## config.mk

```make
export PLATFORM = sky130hd
export DESIGN_NAME = ysyx_25020037_axi_rd_arbiter
export DESIGN_NICKNAME = d
export VERILOG_FILES = /design/src/rtl/ysyx_25020037_axi_pkg.sv /design/src/rtl/ysyx_25020037_arb_pick.sv /design/src/rtl/ysyx_25020037_axi_rd_arbiter.sv
export SDC_FILE = /design/constraint.sdc
export NUM_CORES = 1
export LEC_CHECK = 0
export ABC_AREA = 1
export BUFFER_PORTS_ARGS = -buffer_cell sky130_fd_sc_hd__buf_4
export CAP_MARGIN = 20
export CORE_AREA = 2 2 108 110
export CTS_BUF_LIST = sky130_fd_sc_hd__clkbuf_4
export DETAILED_ROUTE_END_ITERATION = 8
export DIE_AREA = 0 0 110 112
export GPL_TIMING_DRIVEN = 1
export PLACE_DENSITY_LB_ADDON = 0.2
export SYNTH_ARGS = -nofsm -noshare
export SYNTH_HDL_FRONTEND = slang
export SYNTH_SLANG_ARGS = --single-unit
```

## constraint.sdc

```tcl
create_clock -name clk -period 2.2 [get_ports clk]
set_input_delay 0.44 -clock clk [delete_from_list [all_inputs] [get_ports clk]]
set_output_delay 0.44 -clock clk [all_outputs]
set_load 0.01 [all_outputs]
```

## src/rtl/ysyx_25020037_axi_pkg.sv

```systemverilog
// Shared definitions for the core's AXI4 read-path blocks.
// Holds the arbiter state encoding, grant owner codes and the AXI burst and
// response constants.
package ysyx_25020037_axi_pkg;

  typedef enum logic [1:0] {
    IDLE  = 2'b00,
    G_IFU = 2'b01,
    G_LSU = 2'b10
  } arb_state_e;

  // Owner code used by the picker and by last_grant.
  localparam logic GNT_IFU = 1'b0;
  localparam logic GNT_LSU = 1'b1;

  localparam logic [1:0] BURST_FIXED = 2'b00;
  localparam logic [1:0] BURST_INCR  = 2'b01;
  localparam logic [1:0] RESP_OKAY   = 2'b00;

  function automatic logic is_granted(input arb_state_e s);
    return (s == G_IFU) || (s == G_LSU);
  endfunction

endpackage

```

## src/rtl/ysyx_25020037_arb_pick.sv

```systemverilog
// Purpose : combinational winner selection between the IFU and LSU read requests.
// Latency : zero cycles (pure combinational).
// Backpressure: none; the caller decides when the pick is consumed.
// Ports   : req_ifu/req_lsu request levels, last_grant previous owner, grant chosen owner (1 = LSU).
// Macro   : YSYX_25020037_ARB_RR_EN selects round-robin; otherwise LSU has fixed priority.
module ysyx_25020037_arb_pick
  import ysyx_25020037_axi_pkg::*;
(
  input  logic req_ifu,
  input  logic req_lsu,
  input  logic last_grant,
  output logic grant
);

`ifdef YSYX_25020037_ARB_RR_EN
  // On a tie the master that did not win last time goes first; a lone
  // requester always wins.
  always_comb begin
    grant = GNT_IFU;
    if (req_ifu && req_lsu) begin
      grant = ~last_grant;
    end else if (req_lsu) begin
      grant = GNT_LSU;
    end
  end
`else
  // Fixed priority: any LSU request wins, otherwise the IFU is the pick.
  logic unused_pick_in;
  assign unused_pick_in = req_ifu ^ last_grant;
  assign grant = req_lsu ? GNT_LSU : GNT_IFU;
`endif

endmodule

```

## src/rtl/ysyx_25020037_axi_rd_arbiter.sv

```systemverilog
// Purpose : shares one downstream AXI4 AR/R channel pair between the IFU and the LSU.
// Latency : 1 cycle from arvalid in IDLE to m_arvalid; AR and R routing is combinational while granted.
// Backpressure: m_arready/m_rready pass straight through to and from the granted master; the other master sees arready=0 and rvalid=0.
// Ports   : clk/rst (async, active-high); ifu_ar*/ifu_r* and lsu_ar*/lsu_r* upstream
//           read ports; m_ar*/m_r* downstream master port; busy high while a grant is held.
// Macro   : YSYX_25020037_ARB_RR_EN enables round-robin arbitration (in ysyx_25020037_arb_pick).
module ysyx_25020037_axi_rd_arbiter
  import ysyx_25020037_axi_pkg::*;
#(
  parameter int ADDR_W = 32,
  parameter int DATA_W = 32,
  parameter int ID_W   = 4
) (
  input  logic              clk,
  input  logic              rst,
  // IFU read port
  input  logic              ifu_arvalid,
  output logic              ifu_arready,
  input  logic [ADDR_W-1:0] ifu_araddr,
  input  logic [ID_W-1:0]   ifu_arid,
  input  logic [7:0]        ifu_arlen,
  input  logic [2:0]        ifu_arsize,
  input  logic [1:0]        ifu_arburst,
  output logic              ifu_rvalid,
  input  logic              ifu_rready,
  output logic [DATA_W-1:0] ifu_rdata,
  output logic [1:0]        ifu_rresp,
  output logic              ifu_rlast,
  output logic [ID_W-1:0]   ifu_rid,
  // LSU read port
  input  logic              lsu_arvalid,
  output logic              lsu_arready,
  input  logic [ADDR_W-1:0] lsu_araddr,
  input  logic [ID_W-1:0]   lsu_arid,
  input  logic [7:0]        lsu_arlen,
  input  logic [2:0]        lsu_arsize,
  input  logic [1:0]        lsu_arburst,
  output logic              lsu_rvalid,
  input  logic              lsu_rready,
  output logic [DATA_W-1:0] lsu_rdata,
  output logic [1:0]        lsu_rresp,
  output logic              lsu_rlast,
  output logic [ID_W-1:0]   lsu_rid,
  // Downstream master port
  output logic              m_arvalid,
  input  logic              m_arready,
  output logic [ADDR_W-1:0] m_araddr,
  output logic [ID_W-1:0]   m_arid,
  output logic [7:0]        m_arlen,
  output logic [2:0]        m_arsize,
  output logic [1:0]        m_arburst,
  input  logic              m_rvalid,
  output logic              m_rready,
  input  logic [DATA_W-1:0] m_rdata,
  input  logic [1:0]        m_rresp,
  input  logic              m_rlast,
  input  logic [ID_W-1:0]   m_rid,
  output logic              busy
);

  arb_state_e state_q, state_d;
  logic       last_grant_q, last_grant_d;
  logic       pick_grant;

  ysyx_25020037_arb_pick u_pick (
    .req_ifu    (ifu_arvalid),
    .req_lsu    (lsu_arvalid),
    .last_grant (last_grant_q),
    .grant      (pick_grant)
  );

  // State register
  always_ff @(posedge clk or posedge rst) begin
    if (rst) begin
      state_q      <= IDLE;
      last_grant_q <= GNT_IFU;
    end else begin
      state_q      <= state_d;
      last_grant_q <= last_grant_d;
    end
  end

  // Next-state logic. Only the final R beat frees the channel; the AR
  // handshake, or a master withdrawing arvalid, leaves the grant in place.
  always_comb begin
    state_d      = state_q;
    last_grant_d = last_grant_q;
    unique case (state_q)
      IDLE: begin
        if (ifu_arvalid || lsu_arvalid) begin
          state_d      = (pick_grant == GNT_LSU) ? G_LSU : G_IFU;
          last_grant_d = pick_grant;
        end
      end
      G_IFU, G_LSU: begin
        if (m_rvalid && m_rready && m_rlast) begin
          state_d = IDLE;
        end
      end
      default: state_d = IDLE;
    endcase
  end

  // Output routing. Everything defaults to zero, so IDLE drives no handshakes and no data.
  always_comb begin
    m_arvalid   = 1'b0;
    m_araddr    = '0;
    m_arid      = '0;
    m_arlen     = '0;
    m_arsize    = '0;
    m_arburst   = '0;
    m_rready    = 1'b0;
    ifu_arready = 1'b0;
    ifu_rvalid  = 1'b0;
    ifu_rdata   = '0;
    ifu_rresp   = '0;
    ifu_rlast   = 1'b0;
    ifu_rid     = '0;
    lsu_arready = 1'b0;
    lsu_rvalid  = 1'b0;
    lsu_rdata   = '0;
    lsu_rresp   = '0;
    lsu_rlast   = 1'b0;
    lsu_rid     = '0;
    busy        = is_granted(state_q);
    unique case (state_q)
      G_IFU: begin
        m_arvalid   = ifu_arvalid;
        m_araddr    = ifu_araddr;
        m_arid      = ifu_arid;
        m_arlen     = ifu_arlen;
        m_arsize    = ifu_arsize;
        m_arburst   = ifu_arburst;
        ifu_arready = m_arready;
        m_rready    = ifu_rready;
        ifu_rvalid  = m_rvalid;
        ifu_rdata   = m_rdata;
        ifu_rresp   = m_rresp;
        ifu_rlast   = m_rlast;
        ifu_rid     = m_rid;
      end
      G_LSU: begin
        m_arvalid   = lsu_arvalid;
        m_araddr    = lsu_araddr;
        m_arid      = lsu_arid;
        m_arlen     = lsu_arlen;
        m_arsize    = lsu_arsize;
        m_arburst   = lsu_arburst;
        lsu_arready = m_arready;
        m_rready    = lsu_rready;
        lsu_rvalid  = m_rvalid;
        lsu_rdata   = m_rdata;
        lsu_rresp   = m_rresp;
        lsu_rlast   = m_rlast;
        lsu_rid     = m_rid;
      end
      default: ;
    endcase
  end

endmodule

```

Word-level counts from Yosys, hierarchy flattened:

Cells that the tools add are included.

* register bits after elaboration: 2
* bits of input ports: 145
* output and inout port bits: 134
* word-level logic and storage cells: 36

* equal/unequal tests: 4
* multiplexer cells: 24
* reductions and logical operators: 7

Operators by type and width (count)
* $mux 32: 2
* $pmux 32 s2: 1
* $pmux 8 s2: 1
* $mux 2: 5
* $mux 4: 2
* $pmux 2 s2: 2
* $pmux 4 s2: 1
* $mux 1: 7
* $pmux 3 s2: 1
* $ne 2x2->1 const B: 2
* $pmux 1 s2: 2
* $eq 2x1->1 const B: 1
* $eq 2x2->1 const B: 1
* $logic_and 1x1->1: 2
* $logic_not 2->1: 1
* $logic_or 1x1->1: 2
* $reduce_and 2->1: 1
* $reduce_or 2->1: 1

Logic depth before layout (Yosys ltp):

Gate-level depths: netlist of the first run.

* word-level depth: 6
* depth in mapped cells: 9
* mapped depth without buffers: 9

Modules after synthesis:

Synthesis of the first run repeated with hierarchy kept, for this count alone.

* cell total of the unflattened synthesis: 373
* area, all modules: 1659.1 sq um

Modules (own cells, without submodules)
* ysyx_25020037_axi_rd_arbiter: times used 1, cells an instance 372, area an instance 1651.6 sq um, sequential area each 75.1 sq um
* ysyx_25020037_arb_pick: times used 1, cells an instance 1, area an instance 7.5 sq um, sequential area each 0.0 sq um

Least setup slack after synthesis of the first run:

OpenSTA, ideal clock, no wires.

* kind: flip-flop to output port
* start point: reg state_q[0]
* end point: out m_araddr[0]
* arrival: 1.241 ns
* required time: 1.760 ns
* slack: 0.519 ns
* stages on the path, launching flop included: 6
* buffers on the path: 1
* cell sequence: dfrtp_1 -> inv_1 -> ha_1 -> inv_2 -> clkbuf_1 -> a21oi_1

* cells in the longest elaborated chain, start to end: 2
* elaborated cells between the ends (all ways): 3
* those cells by class: eq/ne (2); mux (1)

RTL lines
* from (decl): RTL line ysyx_25020037_axi_rd_arbiter.sv:61 `arb_state_e state_q, state_d;`
* from (signal assigned): RTL line ysyx_25020037_axi_rd_arbiter.sv:78 `state_q <= state_d;`
* $eq 2x2->1 or $eq 2x1->1 (tied branches): RTL line ysyx_25020037_axi_rd_arbiter.sv:126 `unique case (state_q)`
* $pmux 32 s2 *: RTL line ysyx_25020037_axi_rd_arbiter.sv:126
* to (decl): RTL line ysyx_25020037_axi_rd_arbiter.sv:47 `output logic [ADDR_W-1:0] m_araddr,`

Every way passes the cells marked *; elsewhere a longest branch is shown, timed or not.

Worst setup path in the final report of the first run:

* start point: reg state_q[1]
* end point: out m_araddr[13]

Same word-level chain as after synthesis.

==> results.json, run 1 <==
{
  "clockBufferDepth": 2,
  "vias": 2996,
  "cts.sinks": 2,
  "swShare": 0.526,
  "finalInstanceArea_sq_um": 3860,
  "via_per_inst": 3.87,
  "synthXorXnorAreaFrac": 0,
  "synth_fa_ha_area_frac": 0.0233,
  "wl_per_cell_microns": 10.9,
  "crit_type": "reg2out",
  "clkPwrFrac": 0.024,
  "dpl.hpwl_mm": 6.67,
  "final_antenna_net_count": 0,
  "synth_seq_area_share": 0.0311,
  "final.setup.tns_ns": 0,
  "antenna_cells": 0,
  "cts_root_buffer": "clkbuf_4",
  "synth_fp_nets": 515,
  "timing.final.crit_share": 0.939,
  "synth-simple-area-share": 0.463,
  "synth_top_family_by_area": "simple AND/OR/NAND/NOR gates",
  "start_util": 0.144,
  "cts_tree": "built",
  "tightest_slew_ns": 0.181,
  "largest_register_ffs": 2,
  "synthMuxAreaShare": 0,
  "status": "completed",
  "nNetsFinal": 781,
  "r2r_start": "state_q[1]",
  "reg_top3": "state_q: 2 flops",
  "postCtsSetupRepairBufs": 0,
  "final_common_cell": "buf_4",
  "layout_common_cells": "buf_4 (280), nand2_1 (194), inv_1 (87)",
  "dieWidth_microns": 110,
  "syn_inst": 367,
  "synth.distinct_cells": 12,
  "core_area_sq_um": 11200,
  "slew_violations": 0,
  "period_minus_slack_ns": 2.07,
  "cp.required_ns": 1.76,
  "largest-register": "state_q",
  "netlist_area_sq_um": 1610,
  "first_global_vias": 2647,
  "drt-total-wl_mm": 8.42,
  "drt_iter0_drc": 169,
  "p_seq_frac": 0.020,
  "finalSetupViolCount": 0,
  "internal-power_mw": 1.61,
  "critPathMaxFanout": 38,
  "critPathLaunchType": "flip-flop",
  "final_layout_size_suffix_gt1_frac": 0.463,
  "postSynthAreaPerCell_sq_um": 4.39,
  "grt.total_usage": 0.119,
  "drc_errors": 0,
  "switchingPower_mw": 1.79,
  "die_y_microns": 112,
  "place_congestion": 0.851,
  "htree_levels": 1,
  "maxCapViolCount": 0,
  "clk_latency_ns": 0.22,
  "portBuffers": 278,
  "hold_violations": 0,
  "comb_power_share": 0.955,
  "synth-compound-area-share": 0.159,
  "grt_antenna_before_repair": 0,
  "cts_hold_buf": 0,
  "cts_buffers": 3,
  "slew_headroom": 0.879,
  "row_count": 39,
  "first_pass_iters": 4,
  "finalClockSkew_ns": 0.00234,
  "die_area_sq_um": 12300,
  "syn_to_final_growth_pct": 140,
  "worstPathArrival_ns": 1.63,
  "ir_worst_vdd_mv": 0.563,
  "critPathLaunch": "state_q[1]",
  "grt_max_degree": 77,
  "num_io_pins": 279,
  "fmax_ghz": 0.484,
  "grt_pass1_wl_mm": 12.1,
  "path_clk_slew_ns": 0.03,
  "hold_path.class": "in2async",
  "overflow": 0,
  "yosysWarnings": 0,
  "rsz0062_at_grt": "no",
  "nFillCells": 1249,
  "synth_seq_cells": 2,
  "end_kind": "primary output",
  "p_leak_nw": 2.61,
  "placed_area_sq_um": 3800,
  "powerDensity_nw_per_um2": 878
}
-- worst max-delay path, stage by stage, from the launching register on --
cell and delay (ns):
dfrtp_1 0.40, inv_1 0.10, ha_2 0.26, buf_12 0.23, nand2_1 0.10, a21oi_1 0.16
buf_4 0.14
-- metal layers --
| metal | vias to the layer above | part of all wire | global-route usage |
|---|---|---|---|
| met5 | - | 0 | 0 |
| met4 | 0 | 0.015 | 0.0312 |
| met3 | 12 | 0.094 | 0.0164 |
| met2 | 149 | 0.52 | 0.231 |
| met1 | 1261 | 0.37 | 0.130 |
| li1 | 1574 | - | - |
-- final timing paths --
kind / slack [ns] / end / depth (start not counted)
min in group clk: 0.49 / state_q[0] / 3
max in group asynchronous: 2.02 / state_q[0] / 2
worst min-delay path: 0.07 / state_q[1] / 2
worst max register to register: 0.61 / state_q[1] / 10
worst min register to register: 0.51 / state_q[0] / 2
worst max-delay path: 0.13 / m_araddr[13] / 6
-- logic make-up (layout without fill, tap and decap cells) --
logic type / after synthesis / in the layout
buf+inv: 113 / 377
fa+ha+maj: 3 / 3
simple gates: 198 / 198
compound gates: 51 / 51
flops: 2 / 2
-- layout make-up --
class                      count  area (sq um)  share of cell area
inverter                      88           333              0.0861
multi-input combinational    252          1050               0.273
timing repair buffer         286          2230               0.576
clock buffer                   3          22.5             0.00583
tap                          143           179              0.0463
sequential                     2          50.0              0.0129
-- power groups by stage --
stage | registers, mW | logic, mW | clock network (mW)
after floorplan | 0.0636 | 1.71 | 0
after global placement | 0.0660 | 3.20 | 0
after detailed placement | 0.0671 | 3.22 | 0
after CTS | 0.0670 | 3.22 | 0.0889
after global routing | 0.0724 | 3.59 | 0.0891
final | 0.0691 | 3.24 | 0.0823
-- synthesized netlist by cell type, drive strengths merged --
library cell | number | area, sq um
nand2 | 194 | 728
inv | 88 | 330
a21oi | 51 | 255
buf | 21 | 176
clkbuf | 4 | 15.0
ha | 3 | 37.5
dfrtp | 2 | 50.1
nand3 | 2 | 10.0
nor2 | 2 | 7.51
-- stage by stage --
stage,util,instances,power (mW),worst slack [ns],hold WS (ns)
after global placement,0.340,770,3.26,0.321,0.303
after detailed placement,0.340,770,3.28,0.276,0.304
final,0.346,774,3.39,0.134,0.0687
after global routing,0.346,774,3.75,0.00270,0.0655
after floorplan,-,367,1.78,0.519,0.181
after CTS,0.343,773,3.38,0.0255,0.0588
-- what timing repair did --
item | CTS | global route
hold endpoints to repair | 0 | 0
resized for setup | 0 | 2
endpoints found under the setup margin | 0 | 27
Note: power is estimated with default switching activity, not from simulation.
==> inputs of run 2 (changes only) <==
--- a/config.mk
+++ b/config.mk
@@ -14,6 +14,7 @@
 export DIE_AREA = 0 0 110 112
 export GPL_TIMING_DRIVEN = 1
 export PLACE_DENSITY_LB_ADDON = 0.2
+export REMOVE_ABC_BUFFERS = 1
 export SYNTH_ARGS = -nofsm -noshare
 export SYNTH_HDL_FRONTEND = slang
 export SYNTH_SLANG_ARGS = --single-unit
==> constraint.sdc (replaced) <==
create_clock -name clk -period 2.4 [get_ports clk]
set_input_delay 0.48 -clock clk [delete_from_list [all_inputs] [get_ports clk]]
set_output_delay 0.48 -clock clk [all_outputs]
set_load 0.01 [all_outputs]
==> results.json, run 2 (synthesized netlist as in run 1, its figures left out) <==
{
  "dpl.hpwl_mm": 6.89,
  "place_congestion": 0.802,
  "hold_violations": 0,
  "crit_type": "reg2out",
  "critPathLaunchType": "flip-flop",
  "wl_per_cell_microns": 11.1,
  "placed_area_sq_um": 3750,
  "antenna_cells": 0,
  "slew_violations": 0,
  "finalClockSkew_ns": 0.00527,
  "grt_pass1_wl_mm": 12.4,
  "first_global_vias": 2608,
  "largest_register_ffs": 2,
  "worstPathArrival_ns": 1.68,
  "die_area_sq_um": 12300,
  "post-place-ws_ns": 0.475,
  "powerDensity_nw_per_um2": 776,
  "critical_path_buf_inv_count": 3,
  "status": "completed",
  "hold_path.class": "in2async",
  "first_pass_iters": 4,
  "critPathMaxFanout": 92,
  "layout_common_cells": "buf_4 (281), nand2_1 (194), inv_1 (87)",
  "cts_buffers": 3,
  "nFillCells": 1224,
  "core_area_sq_um": 11200,
  "final_antenna_net_count": 0,
  "clk_latency_ns": 0.23,
  "finalNonFillerCells": 771,
  "fmax_ghz": 0.462,
  "timing.final.crit_share": 0.901,
  "cp_slowest_cell": "dfrtp_1",
  "ir_worst_vdd_mv": 0.620,
  "htree_levels": 1,
  "end_kind": "primary output",
  "tightest_slew_ns": 0.401,
  "crit_family": "buffers and inverters",
  "num_io_pins": 279,
  "slew_headroom": 0.733,
  "via_per_inst": 3.86,
  "grt_max_degree": 93,
  "cp.required_ns": 1.92,
  "die_y_microns": 112,
  "row_count": 39,
  "period_minus_slack_ns": 2.16,
  "crit_chain": "inv_1, ha_2, buf_12, nand2_1, a21oi_1, buf_4",
  "finalInstanceArea_sq_um": 3770,
  "final_layout_size_suffix_gt1_frac": 0.460,
  "finalSetupViolCount": 0,
  "rsz0062_at_grt": "no",
  "setup_ws_ns": 0.237,
  "final_common_cell": "buf_4",
  "cts.sinks": 2,
  "drt_iter0_drc": 125,
  "drc_errors": 0,
  "drt-total-wl_mm": 8.57,
  "grt_antenna_before_repair": 0,
  "p_leak_nw": 2.57,
  "overflow": 0,
  "path_clk_slew_ns": 0.03,
  "cts-resized-gates": 0,
  "reg_top3": "state_q: 2 flops",
  "dieWidth_microns": 110,
  "cpPeakStageDelay_ns": 0.39,
  "syn_to_final_growth_pct": 134,
  "start_util": 0.144,
  "maxCapViolCount": 0,
  "largest-register": "state_q",
  "post-place-cells": 768,
  "portBuffers": 278,
  "clockBufferDepth": 2,
  "grt.total_usage": 0.123,
  "postCtsSetupRepairBufs": 0,
  "cts_root_buffer": "clkbuf_4",
  "nNetsFinal": 778,
  "final.setup.tns_ns": 0,
  "cts_tree": "built",
  "cts_hold_buf": 0,
  "vias": 2977
}
==> run 2: metrics by stage <==
| step | power, mW | hold slack, ns | util |
|---|---|---|---|
| final | 2.93 | 0.102 | 0.338 |
| after global routing | 3.25 | 0.110 | 0.338 |
| after floorplan | 1.44 | 0.221 | - |
| after detailed placement | 2.89 | 0.347 | 0.336 |
| after global placement | 2.89 | 0.342 | 0.336 |
| after CTS | 2.98 | 0.102 | 0.338 |
==> run 2: worst paths after layout <==
path	start	endpoint	slack [ns]	depth (start not counted)
min in group clk	ifu_arvalid	state_q[0]	0.51	3
hold / removal	rst	state_q[0]	0.10	2
setup / recovery	state_q[1]	m_arlen[0]	0.24	6
setup reg to reg	state_q[1]	state_q[1]	0.73	10
max in group asynchronous	rst	state_q[1]	2.18	2
hold reg to reg	state_q[0]	state_q[0]	0.51	2
==> run 2: report_power, final <==
part / internal (mW) / leakage, nW / switching (mW) / total, mW
Combinational: 1.21 / 2.53 / 1.58 / 2.79
Sequential: 0.0493 / 0.0260 / 0.0122 / 0.0615
Clock: 0.0554 / 0.0138 / 0.0223 / 0.0777
Total: 1.32 / 2.57 / 1.61 / 2.93
==> run 2: final cells by class <==
class / count / area (sq um) / area share
Multi-Input combinational cell: 252 / 1040 / 0.276
Timing Repair Buffer: 283 / 2150 / 0.569
Tap cell: 143 / 179 / 0.0474
Inverter: 88 / 330 / 0.0875
Sequential cell: 2 / 50.0 / 0.0133
Clock buffer: 3 / 22.5 / 0.00597
==> run 2: per-layer routing <==
metal / up-vias / track usage / share of wire
met2: 156 / 0.250 / 0.54
met4: 0 / 0.0135 / 0.0026
met5: - / 0 / 0
li1: 1568 / - / -
met1: 1250 / 0.132 / 0.36
met3: 3 / 0.0164 / 0.091
==> run 2: worst reg2reg max path: cells and delay by family (launching register included) <==
kind | cells | cell delay (ns)
fa+ha+maj | 1 | 0.19
buf+inv | 2 | 0.41
flops | 1 | 0.39
simple gates | 7 | 0.57
